## src/rtl/id_ex_operand_reg.sv

```systemverilog
// -----------------------------------------------------------------------------
// id_ex_operand_reg
//
// ID->EX pipeline register. It carries the operand bundle (pc, rs1, rs2, imm,
// alu_src, register indices) from the ID stage to the EX-stage operand muxes.
// It uses a valid/ready handshake on both sides, a synchronous flush, and has
// one cycle of latency.
//
// Configuration macro: ID_EX_FORWARD_EN
//   defined   : rs1/rs2 are resolved against the MEM and WB results, both on
//               capture and while a bundle is held by an EX stall. MEM wins
//               over WB. Register 0 never forwards.
//   undefined : rs1/rs2 capture the regfile data verbatim and then hold. The
//               mem_fwd_* and wb_fwd_* inputs are ignored.
//
// Ports
//   clk, rst                 rising-edge clock, asynchronous active-high reset
//   id_valid / id_ready      upstream handshake (id_ready is combinational)
//   id_pc .. id_alu_src      incoming bundle fields
//   flush                    kill the held and the incoming bundle
//   ex_ready / ex_valid      downstream handshake
//   ex_pc .. ex_rs2_addr     registered bundle fields
//   mem_fwd_*, wb_fwd_*      MEM / WB write-back results used for forwarding
//
// alu_src encoding: [0] data1 = pc; [2:1] data2: 00 = rs2, 01 = imm, 1x = 4.
// This block only stores alu_src. It never interprets it.
// -----------------------------------------------------------------------------
module id_ex_operand_reg #(
    parameter int DATA_WIDTH = 32,
    parameter int ADDR_WIDTH = 32,
    parameter int REG_AW     = 5
) (
    input  logic                  clk,
    input  logic                  rst,

    input  logic                  id_valid,
    output logic                  id_ready,
    input  logic [ADDR_WIDTH-1:0] id_pc,
    input  logic [DATA_WIDTH-1:0] id_rs1_data,
    input  logic [DATA_WIDTH-1:0] id_rs2_data,
    input  logic [REG_AW-1:0]     id_rs1_addr,
    input  logic [REG_AW-1:0]     id_rs2_addr,
    input  logic [REG_AW-1:0]     id_rd_addr,
    input  logic [DATA_WIDTH-1:0] id_imm,
    input  logic [2:0]            id_alu_src,

    input  logic                  flush,

    input  logic                  ex_ready,
    output logic                  ex_valid,
    output logic [ADDR_WIDTH-1:0] ex_pc,
    output logic [DATA_WIDTH-1:0] ex_rs1,
    output logic [DATA_WIDTH-1:0] ex_rs2,
    output logic [DATA_WIDTH-1:0] ex_imm,
    output logic [2:0]            ex_alu_src,
    output logic [REG_AW-1:0]     ex_rd_addr,
    output logic [REG_AW-1:0]     ex_rs1_addr,
    output logic [REG_AW-1:0]     ex_rs2_addr,

    input  logic                  mem_fwd_we,
    input  logic [REG_AW-1:0]     mem_fwd_rd,
    input  logic [DATA_WIDTH-1:0] mem_fwd_data,
    input  logic                  wb_fwd_we,
    input  logic [REG_AW-1:0]     wb_fwd_rd,
    input  logic [DATA_WIDTH-1:0] wb_fwd_data
);

    logic                  accept;    // handshake completes on the ID side
    logic                  capture;   // accept that is not killed by flush
    logic [DATA_WIDTH-1:0] rs1_next;
    logic [DATA_WIDTH-1:0] rs2_next;

    // The register can take a new bundle when it is empty or when EX is
    // draining the current one. id_valid is deliberately not involved.
    assign id_ready = !ex_valid || ex_ready;
    assign accept   = id_valid && id_ready;
    assign capture  = accept && !flush;

`ifdef ID_EX_FORWARD_EN
    logic                  hold;
    logic [REG_AW-1:0]     rs1_src;
    logic [REG_AW-1:0]     rs2_src;
    logic [DATA_WIDTH-1:0] rs1_base;
    logic [DATA_WIDTH-1:0] rs2_base;

    assign hold = ex_valid && !ex_ready;

    // The MEM result is younger than the WB result, so MEM wins when both
    // match. x0 is hard-wired to zero and must never be overridden.
    function automatic logic [DATA_WIDTH-1:0] fwd_sel(
        input logic [REG_AW-1:0]     src,
        input logic [DATA_WIDTH-1:0] base,
        input logic                  m_we,
        input logic [REG_AW-1:0]     m_rd,
        input logic [DATA_WIDTH-1:0] m_data,
        input logic                  w_we,
        input logic [REG_AW-1:0]     w_rd,
        input logic [DATA_WIDTH-1:0] w_data
    );
        logic [DATA_WIDTH-1:0] res;
        res = base;
        if (src != '0) begin
            if (m_we && m_rd == src)      res = m_data;
            else if (w_we && w_rd == src) res = w_data;
        end
        return res;
    endfunction

    always_comb begin
        // NOTE: every variable written here gets a value on every path first,
        // otherwise synthesis infers a latch.
        rs1_src  = ex_rs1_addr;
        rs2_src  = ex_rs2_addr;
        rs1_base = ex_rs1;
        rs2_base = ex_rs2;
        // On capture the operand comes from the incoming bundle. Otherwise
        // the held value is refreshed in place.
        if (accept) begin
            rs1_src  = id_rs1_addr;
            rs2_src  = id_rs2_addr;
            rs1_base = id_rs1_data;
            rs2_base = id_rs2_data;
        end
        rs1_next = fwd_sel(rs1_src, rs1_base, mem_fwd_we, mem_fwd_rd, mem_fwd_data,
                           wb_fwd_we, wb_fwd_rd, wb_fwd_data);
        rs2_next = fwd_sel(rs2_src, rs2_base, mem_fwd_we, mem_fwd_rd, mem_fwd_data,
                           wb_fwd_we, wb_fwd_rd, wb_fwd_data);
    end
`else
    // Hazards are resolved upstream by stalling. The forwarding ports exist
    // only to keep the interface identical across builds.
    logic unused_fwd;
    assign unused_fwd = ^{mem_fwd_we, mem_fwd_rd, mem_fwd_data,
                          wb_fwd_we, wb_fwd_rd, wb_fwd_data};

    assign rs1_next = id_rs1_data;
    assign rs2_next = id_rs2_data;
`endif

    always_ff @(posedge clk or posedge rst) begin
        // NOTE: state registers use non-blocking assignments, so every
        // register samples the pre-edge values regardless of statement order.
        if (rst) begin
            ex_valid    <= 1'b0;
            ex_pc       <= '0;
            ex_rs1      <= '0;
            ex_rs2      <= '0;
            ex_imm      <= '0;
            ex_alu_src  <= '0;
            ex_rd_addr  <= '0;
            ex_rs1_addr <= '0;
            ex_rs2_addr <= '0;
        end else begin
            // Flush has priority over accept. Otherwise a consumed bundle with
            // nothing behind it empties the register.
            if (flush)         ex_valid <= 1'b0;
            else if (accept)   ex_valid <= 1'b1;
            else if (ex_ready) ex_valid <= 1'b0;

            if (capture) begin
                ex_pc       <= id_pc;
                ex_rs1      <= rs1_next;
                ex_rs2      <= rs2_next;
                ex_imm      <= id_imm;
                ex_alu_src  <= id_alu_src;
                ex_rd_addr  <= id_rd_addr;
                ex_rs1_addr <= id_rs1_addr;
                ex_rs2_addr <= id_rs2_addr;
            end
`ifdef ID_EX_FORWARD_EN
            else if (hold) begin
                // A stalled bundle keeps tracking results that retire while
                // it waits, so EX never sees a stale operand.
                ex_rs1 <= rs1_next;
                ex_rs2 <= rs2_next;
            end
`endif
        end
    end

endmodule

```

## config.mk

```make
export PLATFORM = sky130hd
export DESIGN_NAME = id_ex_operand_reg
export DESIGN_NICKNAME = d
export VERILOG_FILES = /design/src/rtl/id_ex_operand_reg.sv
export SDC_FILE = /design/constraint.sdc
export NUM_CORES = 1
export LEC_CHECK = 0
export BUFFER_PORTS_ARGS = -buffer_cell sky130_fd_sc_hd__buf_4
export CORE_AREA = 2 2 146 148
export DETAILED_ROUTE_END_ITERATION = 8
export DIE_AREA = 0 0 148 150
export GPL_TIMING_DRIVEN = 0
export HOLD_SLACK_MARGIN = 0.08
export SYNTH_ARGS = -nofsm -noshare
export SYNTH_HDL_FRONTEND = slang
export SYNTH_SLANG_ARGS = --single-unit
```

## constraint.sdc

```tcl
create_clock -name clk -period 3.9 [get_ports clk]
set_input_delay 0.195 -clock clk [delete_from_list [all_inputs] [get_ports clk]]
set_output_delay 0.195 -clock clk [all_outputs]
set_load 0.1 [all_outputs]
```

==> results.json <==
{
  "io_pins": 375,
  "p_leak_nw": 4.903,
  "fin_crit_ns": 1.637,
  "dp_cells": 891,
  "relSlewSlack_pct": 43.72,
  "worst_skew_pair.late_latency_ns": 0.41,
  "die_x_um": 148,
  "synth_top_area_share_pct": 63.90,
  "grt.total_usage_pct": 14.99,
  "grt_max_degree": 44,
  "grt_pass1_wl_um": 26110,
  "initial_core_util_pct": 27.82,
  "crit_path_end_kind": "register",
  "whs_ns": 0.4783,
  "rows": 53,
  "cts_tree": "built",
  "fmax_mhz": 610.8,
  "vias": 4492,
  "die-area_mm2": 0.02220,
  "postPlaceCellArea_mm2": 0.008402,
  "firstDrtPassIters": 4,
  "synth_area_per_cell_um2": 18.28,
  "fin_tns_setup_ns": 0,
  "cts-root-buf": "clkbuf_16",
  "finalWeightedCongestion": 0.7425,
  "instances_no_fill": 1070,
  "fillers": 1718,
  "area_delta_synth_final_pct": 83.31,
  "required_ns": 4.18,
  "layout_common_cells": "298 x buf_4, 149 x dlygate4sd3_1, 147 x dfrtp_1",
  "drive_gt1_share_pct": 62.26,
  "path_clk_slew_ns": 0.06,
  "ys_ff_latch": 147,
  "crit_fanout": 10,
  "routedWlPerCell_um": 15.69,
  "htree_levels": 4,
  "grt_pass1_vias": 5146,
  "cts_made_buffers": 17,
  "cts_max_path_buffers": 2,
  "setup_violations": 0,
  "vias_per_cell": 4.198,
  "grt-ovfl-total": 0,
  "nNetsFinal": 1011,
  "ant_nets": 0,
  "io_buffers": 298,
  "worstSetupStartpointType": "register",
  "synth_cell_types": 9,
  "die_h_um": 150,
  "cts-resized-gates": 0,
  "fin_area_mm2": 0.01055,
  "drt_iter0_drc": 87,
  "n_antenna_cell": 0,
  "syn_area_mm2": 0.005757,
  "critical_path_class": "register to register",
  "final_common_cell": "buf_4",
  "syn_nets": 542,
  "totalWireLength_um": 16790,
  "route.detailed.drc": 0,
  "rsz0062_at_grt": "no",
  "min_path_type": "primary input to register",
  "layout_worst_path_cycle_share_pct": 41.98,
  "p_per_area_mw_per_mm2": 650.4,
  "drv_cap": 0,
  "core_area_mm2": 0.02069,
  "skew_ns": 0.007628,
  "clock_sinks": 147,
  "dpl.hpwl_um": 11260,
  "cp.arrival_ns": 1.92,
  "netlist.top_cell.by_area": "dfrtp_1",
  "slew_viol_final": 0,
  "ir_drop_mv": 0.3428,
  "worstMarginPinSlew_ns": 0.8424,
  "ys_warn_count": 0,
  "synth_cells": 315,
  "ys_top_cells_by_area": "dfrtp_1 64%, mux2_2 25%, buf_12 5.2%",
  "ys_seq_area_share_pct": 63.90,
  "grt_antenna_before_repair": 0,
  "status": "finished, final reports clean",
  "finalHoldViolations": 0
}
==> per-layer routing <==
layer  track usage (%)  routed length (um)
met5                 0                   0
met4             5.429                 349
met3             4.695                1076
met2             27.34                8969
met1             16.37                6394
==> repair_timing <==
item / in CTS / in global routing
buffers inserted: 0 / 0
hold buffers: 149 / 0
endpoints found under the hold margin: 182 / 0
==> cells by family (layout without fill, tap and decap cells) <==
kind of cell  Yosys count  count (layout)  share of synthesized area (%)
buf+inv                18             498                          5.542
flops                 147             147                          63.90
mux                   146             146                          29.86
simple gates            4               4                         0.6955
==> final cells by class <==
class                   instances  area, um^2  area share [%]
clock buffers                  18       429.2           4.067
well taps                     275       344.1           3.261
plain buffers                  16       311.5           2.952
repair buffers                450        3789           35.90
flip-flops and latches        147        3679           34.86
clock inverters                12       230.2           2.182
inverters                       2       11.26          0.1067
multi-input cells             150        1759           16.67
==> synth_stat cells, drive strengths merged <==
master	instances
dfrtp	147
mux2	146
buf	16
inv	2
nor2	2
nor2b	1
nor3b	1
==> registers in the layout (all words and copies together) (netlist names) <==
register and count:
ex_rs2 32, ex_valid 1, ex_rs1 32, ex_pc 32
ex_rd_addr 5, ex_imm 32, ex_rs2_addr 5, ex_rs1_addr 5
ex_alu_src 3
==> worst max-delay path: stages (launching register included) <==
cell and delay (ns):
dfrtp_1 0.38, nor2b_4 0.15, nor3b_4 0.25, buf_12 0.23, buf_12 0.16, mux2_2 0.34
==> report_power, final <==
| part | switching [mW] | total (mW) | internal [mW] |
|---|---|---|---|
| registers | 0.151 | 1.94 | 1.79 |
| logic | 2.29 | 3.08 | 0.791 |
| clock network | 0.647 | 1.85 | 1.20 |
| total | 3.09 | 6.86 | 3.78 |
==> per-stage QoR <==
step	utilization [%]	setup WS (ns)	total power, mW
final	51.00	2.263	6.864
after global routing	51.00	2.188	7.104
after CTS	51.00	2.231	6.925
after detailed placement	40.61	2.236	4.918
after global placement	40.32	1.025	4.882
after floorplan	-	1.858	4.225
==> final timing paths <==
| check | start | endpoint | slack, ns | cells after the start |
|---|---|---|---|---|
| worst max register to register | ex_valid$_DFFE_PP0P_ | ex_pc[2]$_DFFE_PP0P_ | 2.26 | 5 |
| worst max-delay path | ex_valid$_DFFE_PP0P_ | ex_pc[2]$_DFFE_PP0P_ | 2.26 | 5 |
| worst min register to register | ex_rs2[3]$_DFFE_PP0P_ | ex_rs2[3]$_DFFE_PP0P_ | 0.51 | 1 |
| max in group asynchronous | rst | ex_rs1[18]$_DFFE_PP0P_ | 2.46 | 5 |
| worst min-delay path | id_valid | ex_rs2[6]$_DFFE_PP0P_ | 0.48 | 4 |
| min in group asynchronous | rst | ex_rs2[3]$_DFFE_PP0P_ | 0.51 | 3 |
Note: power is estimated with default switching activity, not from simulation.
